$ cat src/rtl/aha_clock_select_ctrl_pkg.sv
// Shared types for the clock-select controller: FSM states, select-bus width
// and the select-index type used on every select-carrying port.
package aha_clk_ctrl_pkg;

    localparam int SEL_W    = 3;
    localparam int MAX_CLKS = 1 << SEL_W;

    typedef logic [SEL_W-1:0] sel_t;

    typedef enum logic [2:0] {
        ST_INIT,
        ST_IDLE,
        ST_DROP,
        ST_RAISE,
        ST_SETTLE
    } state_t;

    // A select index is usable only if a switch instance answers to it.
    function automatic logic sel_in_range(input sel_t sel, input int num_clks);
        return int'(sel) < num_clks;
    endfunction

endpackage

$ cat src/rtl/aha_sync_ff.sv
// Multi-stage synchronizer for a vector of independent asynchronous level signals.
// Each bit is synchronized separately; there is no cross-bit coherency.
module aha_sync_ff #(
    parameter int WIDTH  = 1,
    parameter int STAGES = 2
) (
    input  logic             i_clk,
    input  logic             i_rst_n,
    input  logic [WIDTH-1:0] i_d,
    output logic [WIDTH-1:0] o_q
);

    logic [WIDTH-1:0] r_stage [STAGES];

    always_ff @(posedge i_clk or negedge i_rst_n) begin
        if (!i_rst_n) begin
            for (int i = 0; i < STAGES; i++) begin
                r_stage[i] <= '0;
            end
        end else begin
            r_stage[0] <= i_d;
            for (int i = 1; i < STAGES; i++) begin
                r_stage[i] <= r_stage[i-1];
            end
        end
    end

    assign o_q = r_stage[STAGES-1];

endmodule

$ cat src/rtl/aha_clock_select_ctrl.sv
// Sequencer for the glitch-free clock switch bank: drives the shared select bus,
// confirms release of the old source and engagement of the new one, then settles.
module aha_clock_select_ctrl
    import aha_clk_ctrl_pkg::*;
#(
    parameter int NUM_CLKS       = 6,
    parameter int RESET_SEL      = 0,
    parameter int TIMEOUT_CYCLES = 1024,
    parameter int SETTLE_CYCLES  = 16,
    parameter int SYNC_STAGES    = 2
) (
    input  logic                CLK,
    input  logic                RESETn,
    input  logic                REQ_VALID,
    input  logic [SEL_W-1:0]    REQ_SEL,
    output logic                REQ_READY,
    input  logic [NUM_CLKS-1:0] SW_ACK,
    output logic [SEL_W-1:0]    SELECT_REQ,
    output logic [SEL_W-1:0]    CUR_SEL,
    output logic                DONE,
    output logic                ERR_TIMEOUT,
    output logic                ERR_RANGE,
    input  logic                ERR_CLR
);

    localparam int TMR_W = $clog2(TIMEOUT_CYCLES);
    localparam int SET_W = $clog2(SETTLE_CYCLES + 1);

    localparam logic [TMR_W-1:0] TMR_LAST    = TMR_W'(TIMEOUT_CYCLES - 1);
    localparam logic [SET_W-1:0] SET_LAST    = SET_W'(SETTLE_CYCLES - 1);
    localparam sel_t             RESET_SEL_V = sel_t'(RESET_SEL);

    state_t           r_state;
    sel_t             r_sel_req;
    sel_t             r_cur_sel;
    sel_t             r_tgt;
    logic [TMR_W-1:0] r_timer;
    logic [SET_W-1:0] r_settle;
    logic             r_from_init;
    logic             r_done;
    logic             r_err_tmo;
    logic             r_err_rng;

    logic [NUM_CLKS-1:0] w_ack_s;
    logic [MAX_CLKS-1:0] w_ack_pad;
    logic [TMR_W-1:0]    w_timer_inc;
    logic                w_xfer;

    state_t           w_state_nxt;
    sel_t             w_sel_req_nxt;
    sel_t             w_cur_sel_nxt;
    sel_t             w_tgt_nxt;
    logic [TMR_W-1:0] w_timer_nxt;
    logic [SET_W-1:0] w_settle_nxt;
    logic             w_from_init_nxt;
    logic             w_done_nxt;
    logic             w_set_tmo;
    logic             w_set_rng;

    aha_sync_ff #(
        .WIDTH  (NUM_CLKS),
        .STAGES (SYNC_STAGES)
    ) u_ack_sync (
        .i_clk   (CLK),
        .i_rst_n (RESETn),
        .i_d     (SW_ACK),
        .o_q     (w_ack_s)
    );

    // Widen to the full select space so any select value indexes safely.
    always_comb begin
        w_ack_pad                 = '0;
        w_ack_pad[NUM_CLKS-1:0]   = w_ack_s;
    end

    assign w_timer_inc = (r_timer == '1) ? r_timer : r_timer + TMR_W'(1);
    assign w_xfer      = REQ_VALID && (r_state == ST_IDLE);

    always_comb begin
        w_state_nxt     = r_state;
        w_sel_req_nxt   = r_sel_req;
        w_cur_sel_nxt   = r_cur_sel;
        w_tgt_nxt       = r_tgt;
        w_timer_nxt     = w_timer_inc;
        w_settle_nxt    = r_settle;
        w_from_init_nxt = r_from_init;
        w_done_nxt      = 1'b0;
        w_set_tmo       = 1'b0;
        w_set_rng       = 1'b0;

        unique case (r_state)
            ST_INIT: begin
                if (w_ack_pad[RESET_SEL_V] || (r_timer == TMR_LAST)) begin
                    w_set_tmo       = !w_ack_pad[RESET_SEL_V];
                    w_state_nxt     = ST_SETTLE;
                    w_settle_nxt    = '0;
                    w_from_init_nxt = 1'b1;
                end
            end

            ST_IDLE: begin
                if (w_xfer) begin
                    if (!sel_in_range(REQ_SEL, NUM_CLKS)) begin
                        w_set_rng  = 1'b1;
                        w_done_nxt = 1'b1;
                    end else if (REQ_SEL == r_cur_sel) begin
                        w_done_nxt = 1'b1;
                    end else begin
                        w_sel_req_nxt = REQ_SEL;
                        w_tgt_nxt     = REQ_SEL;
                        w_timer_nxt   = '0;
                        w_state_nxt   = ST_DROP;
                    end
                end
            end

            ST_DROP: begin
                if (!w_ack_pad[r_cur_sel]) begin
                    w_timer_nxt = '0;
                    w_state_nxt = ST_RAISE;
                end else if (r_timer == TMR_LAST) begin
                    w_set_tmo       = 1'b1;
                    w_sel_req_nxt   = r_cur_sel;
                    w_state_nxt     = ST_SETTLE;
                    w_settle_nxt    = '0;
                    w_from_init_nxt = 1'b0;
                end
            end

            ST_RAISE: begin
                // The new source is only trusted once its synced ack is seen high.
                if (w_ack_pad[r_tgt]) begin
                    w_cur_sel_nxt   = r_tgt;
                    w_state_nxt     = ST_SETTLE;
                    w_settle_nxt    = '0;
                    w_from_init_nxt = 1'b0;
                end else if (r_timer == TMR_LAST) begin
                    w_set_tmo       = 1'b1;
                    w_sel_req_nxt   = r_cur_sel;
                    w_state_nxt     = ST_SETTLE;
                    w_settle_nxt    = '0;
                    w_from_init_nxt = 1'b0;
                end
            end

            ST_SETTLE: begin
                if (r_settle == SET_LAST) begin
                    w_state_nxt = ST_IDLE;
                    w_done_nxt  = !r_from_init;
                end else begin
                    w_settle_nxt = r_settle + SET_W'(1);
                end
            end

            default: begin
                w_state_nxt = ST_INIT;
            end
        endcase
    end

    always_ff @(posedge CLK or negedge RESETn) begin
        if (!RESETn) begin
            r_state     <= ST_INIT;
            r_sel_req   <= RESET_SEL_V;
            r_cur_sel   <= RESET_SEL_V;
            r_tgt       <= RESET_SEL_V;
            r_timer     <= '0;
            r_settle    <= '0;
            r_from_init <= 1'b0;
            r_done      <= 1'b0;
        end else begin
            r_state     <= w_state_nxt;
            r_sel_req   <= w_sel_req_nxt;
            r_cur_sel   <= w_cur_sel_nxt;
            r_tgt       <= w_tgt_nxt;
            r_timer     <= w_timer_nxt;
            r_settle    <= w_settle_nxt;
            r_from_init <= w_from_init_nxt;
            r_done      <= w_done_nxt;
        end
    end

    // Sticky errors: a new error event outranks a simultaneous clear.
    always_ff @(posedge CLK or negedge RESETn) begin
        if (!RESETn) begin
            r_err_tmo <= 1'b0;
            r_err_rng <= 1'b0;
        end else begin
            r_err_tmo <= w_set_tmo ? 1'b1 : (ERR_CLR ? 1'b0 : r_err_tmo);
            r_err_rng <= w_set_rng ? 1'b1 : (ERR_CLR ? 1'b0 : r_err_rng);
        end
    end

    assign REQ_READY   = (r_state == ST_IDLE);
    assign SELECT_REQ  = r_sel_req;
    assign CUR_SEL     = r_cur_sel;
    assign DONE        = r_done;
    assign ERR_TIMEOUT = r_err_tmo;
    assign ERR_RANGE   = r_err_rng;

endmodule

$ cat config.mk
export PLATFORM = sky130hd
export DESIGN_NAME = aha_clock_select_ctrl
export DESIGN_NICKNAME = d
export VERILOG_FILES = /design/src/rtl/aha_clock_select_ctrl_pkg.sv /design/src/rtl/aha_sync_ff.sv /design/src/rtl/aha_clock_select_ctrl.sv
export SDC_FILE = /design/constraint.sdc
export NUM_CORES = 1
export LEC_CHECK = 0
export BUFFER_PORTS_ARGS = -buffer_cell sky130_fd_sc_hd__buf_2
export CAP_MARGIN = 20
export CORE_ASPECT_RATIO = 0.8
export CORE_MARGIN = 2
export CORE_UTILIZATION = 35
export CTS_BUF_LIST = sky130_fd_sc_hd__clkbuf_8 sky130_fd_sc_hd__clkbuf_16
export CTS_CLUSTER_DIAMETER = 50
export DETAILED_ROUTE_END_ITERATION = 8
export PLACE_DENSITY = 0.62
export SKIP_LAST_GASP = 1
export SLEW_MARGIN = 0
export SYNTH_ARGS = -nofsm -noshare
export SYNTH_HDL_FRONTEND = slang
export SYNTH_SLANG_ARGS = --single-unit
$ cat constraint.sdc
create_clock -name CLK -period 2.7 [get_ports CLK]
set_input_delay 0.405 -clock CLK [delete_from_list [all_inputs] [get_ports CLK]]
set_output_delay 0.405 -clock CLK [all_outputs]
set_load 0.1 [all_outputs]
# Yosys cells after proc, flatten, opt, wreduce, memory -nomap -nowiden
# Cells that the tools add are included.
dict set report word_totals {
  regBits 43
}
dict set report op_classes {
  add_sub_neg 2
  n_lt_le_gt_ge 3
  eq_ne 15
  n_mux 53
  bitwise 1
  n_reduce_logical 16
}
# operator count
set op_table {}
lappend op_table {{two-way mux 10 bit} 5}
lappend op_table {{two-way mux 3 bit} 14}
lappend op_table {{two-way mux 5 bit} 5}
lappend op_table {{two-way mux 1 bit} 20}
lappend op_table {{case mux 10 bit (2 select lines)} 1}
lappend op_table {{case mux 5 bit (4 select lines)} 1}
lappend op_table {{case mux 3 bit (5 select lines)} 1}
lappend op_table {{inequality test 2 bit, second input constant} 6}
lappend op_table {{adder 10 x 1 -> 10 bit, second input constant} 1}
lappend op_table {{equality test 10 bit, second input constant} 1}
lappend op_table {{case mux 3 bit (3 select lines)} 1}
lappend op_table {{less-than comparator 3 x 4 -> 1 bit, second input constant} 2}
lappend op_table {{AND reduction 4 bit} 2}
lappend op_table {{binary-select mux 1 bit (select 3 bit)} 2}
lappend op_table {{equality test 3 x 2 -> 1 bit, second input constant} 2}
lappend op_table {{case mux 1 bit (3 select lines)} 2}
lappend op_table {{AND reduction 6 bit} 1}
lappend op_table {{nonzero test 3 bit} 2}
lappend op_table {{adder 5 x 1 -> 5 bit, second input constant} 1}
lappend op_table {{equality test 5 x 4 -> 1 bit, second input constant} 1}
lappend op_table {{AND reduction 5 bit} 1}
lappend op_table {{inequality test 2 x 1 -> 1 bit, second input constant} 2}
lappend op_table {{nonzero test 2 bit} 2}
lappend op_table {{nonzero test 4 bit} 1}
lappend op_table {{12 further kinds} 13}

# Logic depth before layout (Yosys ltp)
dict set report depth {
  depth_word 6
  ltp_mapped 7
  depth_no_buf 7
}

# Hierarchy
# A second synthesis with hierarchy kept.
dict set report hier_totals {
  cells_unflattened 191
  hier_area_um2 2087.0
}
# module n_inst cells_per_inst area_per_inst_um2 seq_area_each_um2
set modules_own_cells {}
lappend modules_own_cells {aha_clock_select_ctrl 1 173 1741.7 775.7}
lappend modules_own_cells {aha_sync_ff 1 18 345.3 300.3}

# Worst setup path after synthesis
# No wires, ideal clock.
dict set report synth_timing {
  kind {register -> register}
  from {register r_state[1]}
  to {register r_timer[2]}
  setup_ps 134
  arrival_time_ps 4166
  required_time_ps 2566
  path_slack_ps -1600
  path_stages_with_launch 8
  path_buffers 2
  synth_period_minus_slack_ps 4300
  cell_sequence {dfrtp_1 clkbuf_1 nor3b_1 nand2_1 nor3b_1 or2_2 clkbuf_1 nor3b_1}
}
dict set report synth_between {
  elab_chain_cells 4
  word_cells_on_any_way 5
  classes_between {2 x eq/ne; 2 x mux; 1 x reduce/logical}
}
# element line_no
set synth_rtl {}
lappend synth_rtl {{start, declared} aha_clock_select_ctrl.sv:33} ;# state_t r_state;
lappend synth_rtl {{start signal, assigned} aha_clock_select_ctrl.sv:172} ;# r_state <= w_state_nxt;
lappend synth_rtl {{equality test 3 x 1 -> 1 bit *} -}
lappend synth_rtl {{via REQ_READY} aha_clock_select_ctrl.sv:16} ;# output logic REQ_READY,
lappend synth_rtl {{logical AND 1 bit} aha_clock_select_ctrl.sv:77} ;# assign w_xfer = REQ_VALID && (r_state == ST_IDLE);
lappend synth_rtl {{two-way mux 10 bit} aha_clock_select_ctrl.sv:102} ;# if (w_xfer) begin
lappend synth_rtl {{case mux 10 bit (2 select lines) *} aha_clock_select_ctrl.sv:91} ;# unique case (r_state)
lappend synth_rtl {{via w_timer_nxt[2]} aha_clock_select_ctrl.sv:53} ;# logic [TMR_W-1:0] w_timer_nxt;
lappend synth_rtl {{end signal, assigned} aha_clock_select_ctrl.sv:176} ;# r_timer <= w_timer_nxt;
lappend synth_rtl {{end, declared} aha_clock_select_ctrl.sv:37} ;# logic [TMR_W-1:0] r_timer;
# The timed path passes the listed nets; every way through them passes the cells marked *.
# A chain may end at the register's enable or synchronous reset.

# Final worst setup path
dict set report layout_timing {
  from {register r_tgt[0]}
  to {register r_sel_req[2] (netlist: SELECT_REQ[2])}
}
dict set report layout_between {
  elab_chain_cells 4
}
# element line_no
set layout_rtl {}
lappend layout_rtl {{start, declared} aha_clock_select_ctrl.sv:36} ;# sel_t r_tgt;
lappend layout_rtl {{start signal, assigned} aha_clock_select_ctrl.sv:175} ;# r_tgt <= w_tgt_nxt;
lappend layout_rtl {{binary-select mux 1 bit (select 3 bit)} aha_clock_select_ctrl.sv:132} ;# if (w_ack_pad[r_tgt]) begin
lappend layout_rtl {{two-way mux 1 bit (not written as such)} aha_clock_select_ctrl.sv:132}
lappend layout_rtl {{inequality test 2 bit (no line)} -}
lappend layout_rtl {{AND reduction 6 bit (no line)} -}
lappend layout_rtl {{end signal, assigned} aha_clock_select_ctrl.sv:173} ;# r_sel_req <= w_sel_req_nxt;
lappend layout_rtl {{end, declared} aha_clock_select_ctrl.sv:34} ;# sel_t r_sel_req;
# No other way between the ends. The select of a mux whose other input is x is not followed.

==> parameters.txt <==
Parameter                              Value

Status
  Run status    completed

STA
  Final critical delay including setup and external delays    about 2.3 ns
  Slew at the pin closest to its max-slew limit    0.514 ns
  Max Fclk    428 MHz
  TNS Setup    0 ns
  Fin Clk Skew    0.00976 ns
  PnR worst setup slack    0.365 ns
  Unrepaired setup endpoints after global routing    no
  Final hold viol count    0
  Setup violations, final    0
  Max-slew violation count    0
  Share of the clock period used by the worst path after layout    86.5%
  Relative max-transition margin    about 66%

Clock tree
  Number of buffers on the longest clock path    2
  H-tree depth reported by CTS    2
  Worst-skew pair later-pin latency    0.30 ns
  Clock slew at reported path FFs    0.08 ns
  Setup Buffers After CTS    0
  Clock tree from TritonCTS    yes
  Clk Tree Root Cell    sky130_fd_sc_hd__clkbuf_8
  Number of buffers created by CTS    5
  CTS sink count    43

Critical path
  Startpoint-to-endpoint class of the critical path    flop to flop
  Critical path fanouts, max    5
  Crit path required time    between 2 and 3 ns
  Startpoint of the worst-slack reg-to-reg timing path    r_tgt[0]
  Nature of the critical path startpoint    flop
  Number of buffers and inverters on the critical path    0
  Cell-by-cell listing of the critical path    mux2_2 -> a222oi_1 -> nor2_2 -> a2111oi_4 -> mux2_2
  Critical-path cell with the highest stage delay    sky130_fd_sc_hd__a222oi_1
  Crit-path leading delay family    compound AO/OA/AOI/OAI gates
  Worst path max stage delay    0.44 ns
  Most frequent cell on the critical path    sky130_fd_sc_hd__mux2_2
  Crit path from    r_tgt[0]
  Crit. End Element    flop
  Endpoint arrival time on the critical path    2.52 ns

Synth
  Mean area per synthesized cell    11.0 um2
  Post-Synth XOR/XNOR Area    2.62%
  Area share of the largest cell type after synthesis    53.5%
  Most frequent cells after synthesis    sky130_fd_sc_hd__dfrtp_1 (43), sky130_fd_sc_hd__nand2_1 (21), sky130_fd_sc_hd__mux2_2 (13)
  Total of warnings raised by yosys    0
  Post-synth cell types    43
  Most used standard cell by instance count after synthesis    sky130_fd_sc_hd__dfrtp_1
  Compound-gate portion of the synthesized area    12.6%
  Cell types occupying the most area after synthesis    sky130_fd_sc_hd__dfrtp_1 (54%), sky130_fd_sc_hd__mux2_2 (7.3%), sky130_fd_sc_hd__nand2_1 (3.9%)
  Post-synth net total    199
  Number of flops mapped to enable cells by yosys    0
  Cell type with the highest aggregate area in the netlist    sky130_fd_sc_hd__dfrtp_1
  Post-synthesis share of cell area spent on and, or, nand and nor gates    17.4%
  Sequential-to-total area share from yosys stat    a little over half
  Share of synthesized flip-flops with an asynchronous set or reset    100%
  Cell count after synthesis    183
  Synthesized-area fraction occupied by adder cells    between 1.5 and 2%
  Largest family of logic cells by synthesized area    simple AND/OR/NAND/NOR gates
  Post-synth design cell area    2010 um2
  Most frequently used flop master after synthesis    sky130_fd_sc_hd__dfrtp_1
  #FFs+latches synth    43
  Mux cell area share after synthesis    9.15%

Route
  Via Count    1433
  Number of remaining DRC errors    0
  Initial DRC count    80
  Antenna Violating Nets Remaining    0
  Drt wl/cell    13.4 um
  Total detailed-routing wirelength    3890 um
  Avg Vias per Cell    4.96
  Number of optimization iterations in the first detailed-route pass    4

Pwr
  Power per cell area    983 nW/um2
  Peak VDD IR    ~0.42 mV
  Seq pwr share    42.1%
  Internal power consumption    1.40 mW
  Combinational group share of total power    36.0%
  Net switching component of the power    936 uW
  Sw frac    40.1%
  Pleak    around 1.0 nW
  Clock group share of total power    21.9%

Global route
  Via count of the first global-routing pass    1376
  Tot GR Track Use    14.0%
  Residual overflow from global routing    0
  Number of antenna violations at the first check in global routing    0
  Wire length of the first global-routing pass    6890 um
  Maximum number of pins on one net before global-route repair    44

Place
  Final GP Congestion    roughly 0.8
  Sum of net half-perimeters after detailed placement    2770 um
  Cell count after placement    279
  I/O Buffers    22
  Worst slack after detailed placement    0.394 ns

Layout
  Sequential cell area    around 1100 um2
  Multi-input gate area in the final layout    approximately 900 um2
  Number of diodes added for antenna fixing    0
  Proportion of layout cells with a drive suffix above 1    26.1%
  Layout Cells excl Fill    289
  # fillers    509
  Post-layout utilization of the core    a little over two fifths
  Area growth from synthesis to layout    18.0%
  Number of nets in the final layout    226

Floorplanning
  Number of ports placed on the die boundary    23
  Area of the core    about 5500 um2
  Count of standard-cell rows    24
  Overall die area    between 6000 and 7000 um2
  Initial core utilization    36.6%
  X dimension of the die    88.7 um
  Die extent in y    71.8 um

Flow run
  Number of maximum-capacitance constraint violations    0

Hold path
  Hold Startpoint    SW_ACK[5]
  Worst min path class    input port to flop
-- cell type report --
type / count / share of cell area (%)
Sequential cell: 43 / 45.4
Multi-Input combinational cell: 125 / 37.7
Timing Repair Buffer: 26 / 6.54
Tap cell: 78 / 4.12
Clock buffer: 5 / 2.90
Clock inverter: 3 / 1.95
Inverter: 9 / 1.42
-- timing repair --
action	in CTS	in global routing
resized for setup	0	0
hold endpoints to repair	0	10
hold buffers	0	1
-- worst paths after layout --
kind	cells past startpoint	to	slack [ns]
min reg2reg	0	u_ack_sync.o_q[2]	0.36
min	1	u_ack_sync.r_stage[11]	0.20
max in group asynchronous	3	r_timer[4]	1.73
max reg2reg	5	SELECT_REQ[2]	0.36
min in group asynchronous	2	r_settle[2]	0.52
max	5	SELECT_REQ[2]	0.36
-- through the flow --
| step | power (mW) | area, um2 | hold WS [ns] |
|---|---|---|---|
| global route | 2.49 | 2370 | 0.183 |
| finish | 2.33 | 2370 | 0.204 |
| floorplan | 1.64 | 2030 | 0.109 |
| global placement | 1.82 | 2230 | 0.331 |
| detailed placement | 1.83 | 2230 | 0.338 |
| CTS | 2.35 | 2340 | 0.194 |
-- registers in the layout, summed over array words and instances (netlist names) --
signal / count
DONE: 1
r_tgt: 3
CUR_SEL: 3
r_timer: 10
r_from_init: 1
u_ack_sync.r_stage: 6
u_ack_sync.o_q: 6
r_state: 3
ERR_RANGE: 1
SELECT_REQ: 3
r_settle: 5
ERR_TIMEOUT: 1
-- cell usage in the layout (no fill, tap or decap), types with 3 or more instances in the layout --
cell type	synthesis	routed
sky130_fd_sc_hd__and4_1	3	3
sky130_fd_sc_hd__a31oi_1	4	4
sky130_fd_sc_hd__ha_1	3	3
sky130_fd_sc_hd__nand3_1	5	5
sky130_fd_sc_hd__nor2b_1	3	3
sky130_fd_sc_hd__dfrtp_1	43	43
sky130_fd_sc_hd__o22ai_1	3	3
sky130_fd_sc_hd__a21oi_1	7	7
sky130_fd_sc_hd__xnor2_1	3	3
sky130_fd_sc_hd__mux2_2	13	13
sky130_fd_sc_hd__nor2_1	12	12
sky130_fd_sc_hd__nor3_1	6	6
sky130_fd_sc_hd__xor2_1	3	3
sky130_fd_sc_hd__nand2b_1	3	3
sky130_fd_sc_hd__nand2_1	21	21
sky130_fd_sc_hd__buf_2	0	22
sky130_fd_sc_hd__inv_1	9	9
sky130_fd_sc_hd__and3_1	3	3
sky130_fd_sc_hd__clkbuf_8	0	5
-- cells by family after synthesis --
group	count (synthesis)
xor gates and xnor gates	6
and+or+nand+nor	68
muxes	15
AOI/OAI and AO/OA	33
buffers and inverters	15
adders and majority gates	3
DFF	43
-- per-layer routing --
| layer | global-route usage (%) | part of all wire [%] |
|---|---|---|
| met1 | 21.8 | 51 |
| met2 | 18.7 | 44 |
| met4 | 4.55 | 1.4 |
| met3 | 3.92 | 3.6 |
| met5 | 0 | 0 |
-- power groups by stage --
stage | clock network, mW | logic, mW | registers (mW)
4_1_cts | 0.527 | 0.839 | 0.981
3_3_place_gp | 0 | 0.827 | 0.989
5_1_grt | 0.559 | 0.918 | 1.01
6_report | 0.510 | 0.839 | 0.982
3_5_place_dp | 0 | 0.836 | 0.989
2_1_floorplan | 0 | 0.501 | 1.14
(Power assumes the default switching activity.)
